### src/rtl/seg_scan_mux.sv
`default_nettype none
// ---- seg_scan_mux : 4-digit 7-segment scan controller, frame-snapshot + LZ blanking -- rev 1.0 ----
module seg_scan_mux #(
    parameter int CLK_DIV = 50000,
    parameter int GUARD   = 2
) (
    input  logic        clk,
    input  logic        rst_n,
    input  logic [15:0] bcd,
    input  logic [3:0]  dp,
    input  logic [3:0]  en,
    input  logic        lz,
    output logic [3:0]  an,
    output logic [3:0]  n,
    output logic        dp_n
);
    localparam int            CW     = $clog2(CLK_DIV);
    localparam logic [CW-1:0] C_LAST = CW'(CLK_DIV - 1);

    logic [CW-1:0] cnt;
    logic [CW-1:0] cnt_next;
    logic [1:0]    idx;
    logic [1:0]    idx_next;
    logic          tick;
    logic          snap;
    logic          in_guard;

    logic [15:0]   bcd_s;
    logic [3:0]    dp_s;
    logic [3:0]    en_s;
    logic          lz_s;
    logic [15:0]   bcd_nx;
    logic [3:0]    dp_nx;
    logic [3:0]    en_nx;
    logic          lz_nx;

    logic          d3z;
    logic          d2z;
    logic          d1z;
    logic [3:0]    blank;
    logic [3:0]    vis;
    logic [3:0]    an_next;
    logic [3:0]    n_next;
    logic          dp_n_next;

    assign tick     = (cnt == C_LAST);
    assign snap     = tick && (idx == 2'd3);
    assign cnt_next = tick ? '0 : cnt + 1'b1;
    assign idx_next = tick ? idx + 2'd1 : idx;

    // Outputs are registered from post-edge state, so the snapshot is visible the cycle it is taken.
    assign bcd_nx = snap ? bcd : bcd_s;
    assign dp_nx  = snap ? dp  : dp_s;
    assign en_nx  = snap ? en  : en_s;
    assign lz_nx  = snap ? lz  : lz_s;

    generate
        if (GUARD > 0) begin : g_guard
            localparam logic [CW-1:0] C_GUARD = CW'(GUARD);
            assign in_guard = (cnt_next < C_GUARD);
        end else begin : g_no_guard
            assign in_guard = 1'b0;
        end
    endgenerate

    assign d3z   = (bcd_nx[15:12] == 4'd0);
    assign d2z   = (bcd_nx[11:8]  == 4'd0);
    assign d1z   = (bcd_nx[7:4]   == 4'd0);
    assign blank = {lz_nx & d3z, lz_nx & d3z & d2z, lz_nx & d3z & d2z & d1z, 1'b0};
    assign vis   = en_nx & ~blank;

    assign an_next   = (in_guard || !vis[idx_next]) ? 4'hF : ~(4'b0001 << idx_next);
    assign n_next    = bcd_nx[{idx_next, 2'b00} +: 4];
    assign dp_n_next = ~(dp_nx[idx_next] & vis[idx_next]);

    always_ff @(posedge clk or negedge rst_n) begin
        if (!rst_n) begin
            cnt   <= '0;
            idx   <= 2'd0;
            bcd_s <= 16'h0000;
            dp_s  <= 4'h0;
            en_s  <= 4'h0;
            lz_s  <= 1'b0;
            an    <= 4'hF;
            n     <= 4'h0;
            dp_n  <= 1'b1;
        end else begin
            cnt   <= cnt_next;
            idx   <= idx_next;
            bcd_s <= bcd_nx;
            dp_s  <= dp_nx;
            en_s  <= en_nx;
            lz_s  <= lz_nx;
            an    <= an_next;
            n     <= n_next;
            dp_n  <= dp_n_next;
        end
    end
endmodule
`default_nettype wire
### config.mk
export PLATFORM = sky130hd
export DESIGN_NAME = seg_scan_mux
export DESIGN_NICKNAME = d
export VERILOG_FILES = /design/src/rtl/seg_scan_mux.sv
export SDC_FILE = /design/constraint.sdc
export NUM_CORES = 1
export LEC_CHECK = 0
export ABC_AREA = 1
export ABC_CLOCK_PERIOD_IN_PS = 4200
export CORE_AREA = 2 2 82 65
export DETAILED_ROUTE_END_ITERATION = 7
export DIE_AREA = 0 0 84 67
export PLACE_DENSITY = 0.83
export SYNTH_ARGS = -nofsm -noshare
export SYNTH_HDL_FRONTEND = slang
export SYNTH_SLANG_ARGS = --single-unit
### constraint.sdc
create_clock -name clk -period 4.2 [get_ports clk]
set_input_delay 1.26 -clock clk [delete_from_list [all_inputs] [get_ports clk]]
set_output_delay 1.26 -clock clk [all_outputs]
set_load 0.005 [all_outputs]
## Word level (Yosys, flattened, before mapping)

Index checks and enable logic that the tools add are counted.

| word-level totals | value |
|---|---|
| bits in registers | 52 |
| bits of input ports | 27 |
| output and inout bits | 9 |
| logic and storage cells | 42 |

| cells by class | value |
|---|---|
| add/subtract/negate cells | 2 |
| order comparisons | 2 |
| equality and inequality tests | 2 |
| shift-type cells | 2 |
| multiplexer cells | 11 |
| bitwise gates (word level) | 8 |
| reduce and logical (&&, ||, !) cells | 6 |

Operator list:

| operator | number |
|---|---|
| $mux 16 | 2 |
| $add 16x1->16 const B | 1 |
| $eq 16x16->1 const B | 1 |
| $lt 16x2->1 const B | 1 |
| $shiftx 16x5->4 | 1 |
| $logic_not 4->1 | 3 |
| $mux 4 | 3 |
| $not 4->4 | 2 |
| $and 1x1->1 | 4 |
| $and 4x4->4 | 1 |
| $bmux 1 s2 | 2 |
| $shl 1x2->4 const A | 1 |
| $lt 2x3->1 const B | 1 |
| $mux 1 | 3 |
| $add 2x1->2 const B | 1 |
| $eq 2x2->1 const B | 1 |
| $mux 2 | 1 |
| $logic_and 1x1->1 | 1 |
| $logic_not 1->1 | 1 |
| $logic_or 1x1->1 | 1 |
| $not 1->1 | 1 |

## Depth between registers and ports, before layout

Gate-level depths: netlist (run 1).

| logic depth | value |
|---|---|
| depth after elaboration | 14 |
| mapped depth | 14 |

## Least setup slack after synthesis (run 1)

Ideal clock, no wire load.

| path | value |
|---|---|
| path type | input to register |
| start | input port bcd[13] |
| end | register dp_n |
| library setup time | 0.064 ns |
| arrival | 1.943 ns |
| required time | 4.136 ns |
| setup slack | 2.193 ns |
| cell stages on the path | 9 |
| path buffers | 0 |
| cell sequence | inv_1 -> nand4_1 -> nand2_1 -> nand3_1 -> nor2_2 -> nand3_1 -> nand2_1 -> nand2_2 -> nand3_1 |

| on the way | value |
|---|---|
| word-level cells in the longest chain between the ends | 11 |

Ends and longest elaborated chain:

| what | RTL line | RTL |
|---|---|---|
| start: declaration | 9 | `input logic [15:0] bcd,` |
| $mux 16 * | 52 | `assign bcd_nx = snap ? bcd : bcd_s;` |
| $logic_not 4->1 * | 66 | `assign d3z = (bcd_nx[15:12] == 4'd0);` |
| $and 1x1->1 * | 69 | `assign blank = {lz_nx & d3z, lz_nx & d3z & d2z, lz_nx & d3z & d2z & d1z, 1'b0};` |
| $and 1x1->1 (2 in a row) | 69 |  |
| $not 4->4 * | 70 | `assign vis = en_nx & ~blank;` |
| $and 4x4->4 * | 70 |  |
| $bmux 1 s2 * | 74 | `assign dp_n_next = ~(dp_nx[idx_next] & vis[idx_next]);` |
| $mux 1 (not written as such) * | 74 |  |
| $and 1x1->1 * | 74 |  |
| $not 1->1 * | 74 |  |
| net dp_n_next | 44 | `logic dp_n_next;` |
| end signal: assignment | 96 | `dp_n <= dp_n_next;` |
| end: declaration | 15 | `output logic dp_n` |

The timed path passes the listed nets; every way through them passes the cells marked *. The select of a mux whose other input is x is not followed.

## Worst setup path after layout (run 1)

| path | value |
|---|---|
| start | register an[2] |
| end | output port an[2] |

RTL lines:

| what | RTL line | RTL |
|---|---|---|
| start: declaration | 13 | `output logic [3:0] an,` |
| start signal: assignment | 94 | `an <= an_next;` |

No word-level cell between the ends.

==> results.txt, run 1 <==
H-tree levels - 2
Hold path depth - 1
Synth Cell Area - 2756 um^2
Row count - 22
Worst skew pair latency - 0.30 ns
YS warnings - 0
Iter 0 DRT Violations - 201
Worst slew pin tran - 0.7820 ns
Gate Count Post-Synth - 327
Via density - 5.112
Die area - 5628 um^2
Global Route Usage Sum - 23.89%
PD cells - 262.3 nW/um^2
Element type at the critical path end - output port
Routed WL per cell - 13.91 um
CTS tree - yes
Dpl hpwl - 4599 um
Port bufs - 35
Hold Path Class - reg -> reg
HP Start - cnt[0]$_DFF_PN0_
Final setup vio count - 0
Largest net degree at the start of global routing - 37
Final nets - 395
Antenna violations before repair - 0
Reg2reg path depth - 9
Final ANT Viol Nets - 0
Number of synthesized flops with an enable pin - 0
Total number of vias - 2183
Top-area cell type share of the netlist area - 42.67%
Wire length of the first global-routing pass - 10350 um
Root Buffer - clkbuf_8
WHS - 0.4636 ns
Die W - 84 um
Data required time of the critical path - 2.94 ns
Synth top area cells - dfrtp_1 (43%), nand2_1 (9.8%), inv_1 (8.0%)
Total wire length - 5939 um
Status - finished clean
Commonest cells in the netlist - nand2_1 (72), inv_1 (59), dfrtp_1 (47)
Reg2reg start - idx[0]$_DFF_PN0_
Crit path max fanout - 1
Crit start category - flip-flop
Clk sinks - 52
CP peak stage delay - 0.54 ns
Register bit total from synthesis - 52
Worst-path clk slew - 0.09 ns
Slew Limit Fails - 0
Max-Cap Viols - 0
Number of I/O pins - 36
Synthesized area per cell - 8.429 um^2
Reg2Reg Capture Point - an[1]$_DFF_PN1_
Critical Path Slowest Stage Cell - dfstp_2
Pre-antenna DRT Iters - 4
CP top delay family - flip-flops
CTS Buf Count - 5
Fin. Hold Viols - 0
Gr ovfl total - 0
Seq/Total Area, Yosys - 47.44%
Cell with the most instances after synthesis - nand2_1
DRC - 0
Unrepaired setup endpoints after global routing - false
Post-route cell area - 3246 um^2
Min-Delay Endpoint - cnt[0]$_DFF_PN0_
Most area-hungry cell type in the Yosys netlist - dfrtp_1
Core box area - 4762 um^2
Fill count - 393
Die Span Y - 67 um
Post-CTS Setup Repair Bufs - 0
Area after DPL - 3152 um^2
Post-CTS Resized - 0
Critical-path cell list - clkdlybuf4s50_1
Worst Clk Skew - 0.005190 ns
Post-Syn Nets - 356
Setup_tns - 0 ns
Fmax - 0.3853 GHz
CTS Buffer Depth - 2
Area Overhead vs Synth - 17.75%
Normalized max-slew margin - 47.87%
Peak supply drop - 0.2268 mV
CP Buf/Inv Count - 1
Post-synthesis cell type count - 36
Period utilization - 61.79%
CP Class - reg -> out
Post-CTS Hold Fix Bufs - 0
Share of post-route cells with drive strength above 1 - 14.44%
R2R setup slack - 1.83 ns
Min Tclk post-route - 2.595 ns
Ys async rst share - 100.0%
Initial Utilization - 57.88%
Worst EP arrival - 1.34 ns
Vias in the first global route - 2239
P_leak - 1.690 nW
Antenna Cells - 0
Final GP Congestion - 0.9159
Dominant synthesized flop cell - dfrtp_1
## cell type report
cell class	instances	area [um^2]	share of cell area (%)
well taps	60	75.07	2.313
inverters	64	240.2	7.402
flip-flops and latches	52	1308	40.29
multi-input cells	207	1176	36.24
clock buffers	7	86.33	2.660
clock inverters	1	7.507	0.2313
repair buffers	36	352.8	10.87
## where the power goes
| part | internal, mW | switching [mW] |
|---|---|---|
| clock | 0.134 | 0.162 |
| combinational | 0.0290 | 0.0191 |
| sequential | 0.506 | 0.00140 |
| total | 0.669 | 0.182 |
## registers in the layout (all words and copies together) (netlist names)
register  flops
lz_s          1
dp_s          4
cnt          16
an            4
en_s          4
idx           2
dp_n          1
bcd_s        16
n             4
## layer usage
metal  vias up  global-route usage [%]  wire length (um)
met4         0                   7.258                65
li1       1098                       -                 -
met5         -                       0                 0
met2        63                   36.00              2603
met1      1015                   34.32              2871
met3         7                   5.824               398
## through the flow
step	setup WS (ns)	utilization, %	power (mW)	std cells
floorplan	2.193	-	0.5248	327
global placement	1.622	66.19	0.5656	419
detailed placement	1.600	66.19	0.5664	419
CTS	1.590	68.16	0.8598	427
global route	1.560	68.16	0.8821	427
finish	1.605	68.16	0.8514	427
## logic make-up after synthesis
logic type / synth area share [%]
muxes: 2.043
AOI/OAI and AO/OA: 8.761
and+or+nand+nor: 28.69
adders and majority gates: 0.9077
DFF: 47.44
xor gates and xnor gates: 2.270
buffers and inverters: 9.895
## placed cells by master, fill, tap and decap left out, types with 2 or more instances in the layout
cell type	Yosys	layout
nand3_4	3	3
ha_1	2	2
o211ai_1	3	3
a22oi_1	8	8
nand2_2	2	2
nor2_1	30	30
nand2_1	72	72
dfstp_2	5	5
xor2_1	3	3
inv_1	59	59
o21ai_2	7	7
inv_2	5	5
dfrtp_1	47	47
nor2_4	5	5
mux2_2	5	5
o21ai_0	8	8
nand4_1	10	10
clkdlybuf4s50_1	0	34
nor3_1	6	6
o21ai_1	4	4
nand3_1	17	17
nor2_2	6	6
or2_0	4	4
clkbuf_8	0	6
or2_1	2	2
## worst max-delay path by stage
stage                          start               to  slack (ns)  cells past startpoint
global route        cnt[0]$_DFF_PN0_   dp_n$_DFF_PN1_        1.56                     11
global placement              bcd[5]   dp_n$_DFF_PN1_        1.62                      8
detailed placement            bcd[5]  an[1]$_DFF_PN1_        1.60                      8
floorplan                    bcd[13]   dp_n$_DFF_PN1_        2.19                      9
CTS                  an[2]$_DFF_PN1_            an[2]        1.59                      1
finish               an[2]$_DFF_PN1_            an[2]        1.60                      1
Note: power is estimated with default switching activity, not from simulation.
==> run 2, diff against run 1 <==
Settings changed: ABC_CLOCK_PERIOD_IN_PS 4200 to 2200, CORE_AREA 2 2 82 65 to 2 2 89 70, DIE_AREA 0 0 84 67 to 0 0 91 72, PLACE_DENSITY 0.83 to 0.75.
Clock period 4.2 ns to 2.2 ns, I/O delays scaled along.
==> results.txt, run 2 (same netlist as run 1, synthesis figures left out) <==
Status - finished clean
Comb power frac - 5.2% (-0.5 points)
Crit path max fanout - 10 (+9)
Antenna Cells - 0 (unchanged)
Data required time of the critical path - 2.44 ns (-0.50 ns)
Largest net degree at the start of global routing - 23 (-38%)
Slew Limit Fails - 0 (unchanged)
Via density - 4.987 (-2.5%)
DRC - 0 (unchanged)
P_leak - 1.760 nW (+4.1%)
Initial Utilization - 48.83% (-9.1 points)
Dpl hpwl - 4678 um (+1.7%)
Post-CTS Hold Fix Bufs - 0 (unchanged)
Row count - 24 (+9.1%)
CTS Buf Count - 5 (unchanged)
Iter 0 DRT Violations - 179 (-11%)
Multi-input gate area - 1201 um^2 (+2.1%)
Worst skew pair latency - 0.30 ns (about the same)
Root Buffer - clkbuf_8
Final setup vio count - 0 (unchanged)
Antenna violations before repair - 0 (unchanged)
Min Tclk post-route - 2.063 ns
Worst-path clk slew - 0.10 ns (about the same)
Max-Cap Viols - 0 (unchanged)
Power share of the sequential group - 53.1% (-6.5 points)
Die area - 6552 um^2 (+16%)
Wire length of the first global-routing pass - 10180 um (-1.7%)
Peak supply drop - 0.4552 mV (+100%)
Clk sinks - 52 (unchanged)
Sw Ratio - 18.96% (-2.4 points)
FF/Latch Area - 1308 um^2 (unchanged)
Fin. Hold Viols - 0 (unchanged)
Port bufs - 35 (unchanged)
Clock Power Share - 41.7% (+7.0 points)
Pre-antenna DRT Iters - 4 (unchanged)
Gr ovfl total - 0 (unchanged)
Final ANT Viol Nets - 0 (unchanged)
Fmax - 0.4846 GHz
CP Class - reg -> reg
Element type at the critical path end - flip-flop
Vias in the first global route - 2167 (-3.2%)
Number of I/O pins - 36 (unchanged)
Area Overhead vs Synth - 23.88%
Final GP Congestion - 0.9326 (+1.8%)
Period utilization - 93.79%
Total wire length - 6181 um (+4.1%)
Largest registers - bcd_s (16), cnt (16)
Routed WL per cell - 13.53 um (-2.8%)
Switching power - 0.3457 mW (+90%)
Fill count - 498 (+27%)
Pre-CTS setup slack - 0.02974 ns (-1.570 ns)
PD cells - 533.9 nW/um^2 (+100%)
Post-route worst setup slack - 0.1366 ns (-1.468 ns)
Crit start category - flip-flop
Most common cell after layout, fill and taps aside - nand2_1
Die W - 91 um (+8.3%)
Setup_tns - 0 ns (unchanged)
Internal power - 1.477 mW (+120%)
H-tree levels - 2 (unchanged)
Worst Clk Skew - 0.009991 ns (+0.004801 ns)
Hold Path Class - in -> async
Global Route Usage Sum - 19.65% (-4.2 points)
Most frequent cells in the layout - nand2_1 (72), inv_1 (59), dfrtp_1 (47), clkdlybuf4s50_1 (34), nor2_1 (30)
Share of post-route cells with drive strength above 1 - 17.94% (+3.5 points)
Die Span Y - 72 um (+7.5%)
Core box area - 5645 um^2 (+19%)
CTS tree - yes
Normalized max-slew margin - 64.22% (+16 points)
Final nets - 407 (+3.0%)
Worst slew pin tran - 0.5368 ns (-0.2452 ns)
CTS Buffer Depth - 2 (unchanged)
Worst EP arrival - 2.30 ns (+0.96 ns)
Total number of vias - 2279 (+4.4%)
-- run 2: cell count changes in the layout (fill, tap and decap cells not counted), moves of 2 or more --
cell | before | now
buf_4 | 1 | 12
bufinv_16 | 0 | 2
ha_1 | 2 | 0
ha_2 | 0 | 2
-- run 2: critical path, stage by stage, from the launching register on --
cell	delay (ns)
dfrtp_1	0.48
nor2_4	0.15
nand2_1	0.09
nor2_4	0.22
nand3_4	0.15
buf_4	0.21
o21ai_2	0.15
nand2_1	0.08
nor2_2	0.10
nand3_1	0.11
nand2_1	0.08
nand2_2	0.08
nand3_1	0.09
-- run 2: metrics by stage --
step / util (%) / cells / cell area, um^2 / hold slack [ns] / power, mW
after floorplan: - / 327 / 2756 / 0.3644 / 1.002
after global placement: 57.03 / 443 / 3219 / 0.4361 / 1.082
after detailed placement: 57.03 / 443 / 3219 / 0.4711 / 1.084
after CTS: 59.38 / 451 / 3352 / 0.3440 / 1.842
after global routing: 60.48 / 457 / 3415 / 0.3562 / 1.891
final: 60.48 / 457 / 3415 / 0.3337 / 1.823
-- run 2: worst paths after layout --
check                      slack, ns  cells after the start                  to              from
hold / removal                  0.33                      1    cnt[9]$_DFF_PN0_             rst_n
hold reg to reg                 0.49                      1    cnt[0]$_DFF_PN0_  cnt[0]$_DFF_PN0_
min in group clk                0.49                      1    cnt[0]$_DFF_PN0_  cnt[0]$_DFF_PN0_
setup reg to reg                0.14                     12      dp_n$_DFF_PN1_  cnt[4]$_DFF_PN0_
setup / recovery                0.14                     12      dp_n$_DFF_PN1_  cnt[4]$_DFF_PN0_
max in group asynchronous       1.21                      2  bcd_s[1]$_DFF_PN0_             rst_n
-- run 2: final cells by class --
type                    count  share of cell area, %
clock buffers               6                  2.125
repair buffers             47                  12.75
well taps                  78                  2.858
flip-flops and latches     52                  38.29
multi-input cells         208                  35.18
inverters                  64                  7.036
clock inverters             2                  1.759
-- run 2: what timing repair did --
item                                    4_1_cts  5_1_grt
setup buffers                                 0        5
resized for setup                             1        4
cloned                                        0        1
endpoints found under the setup margin        4        6
pin swaps                                     0        1
-- run 2: per-layer routing --
metal,up-vias,share of wire (%),GRT usage [%]
met4,0,0.65,4.545
met2,77,46,30.21
met1,1066,48,29.55
li1,1134,-,-
met5,-,0,0
met3,2,5.5,3.219
-- run 2: power by group through the flow --
stage / Clock, mW / Sequential [mW] / Combinational (mW)
6_report: 0.760 / 0.969 / 0.0942
2_1_floorplan: 0 / 0.988 / 0.0142
4_1_cts: 0.777 / 0.969 / 0.0967
5_1_grt: 0.816 / 0.970 / 0.105
3_3_place_gp: 0 / 0.987 / 0.0954
3_5_place_dp: 0 / 0.987 / 0.0963
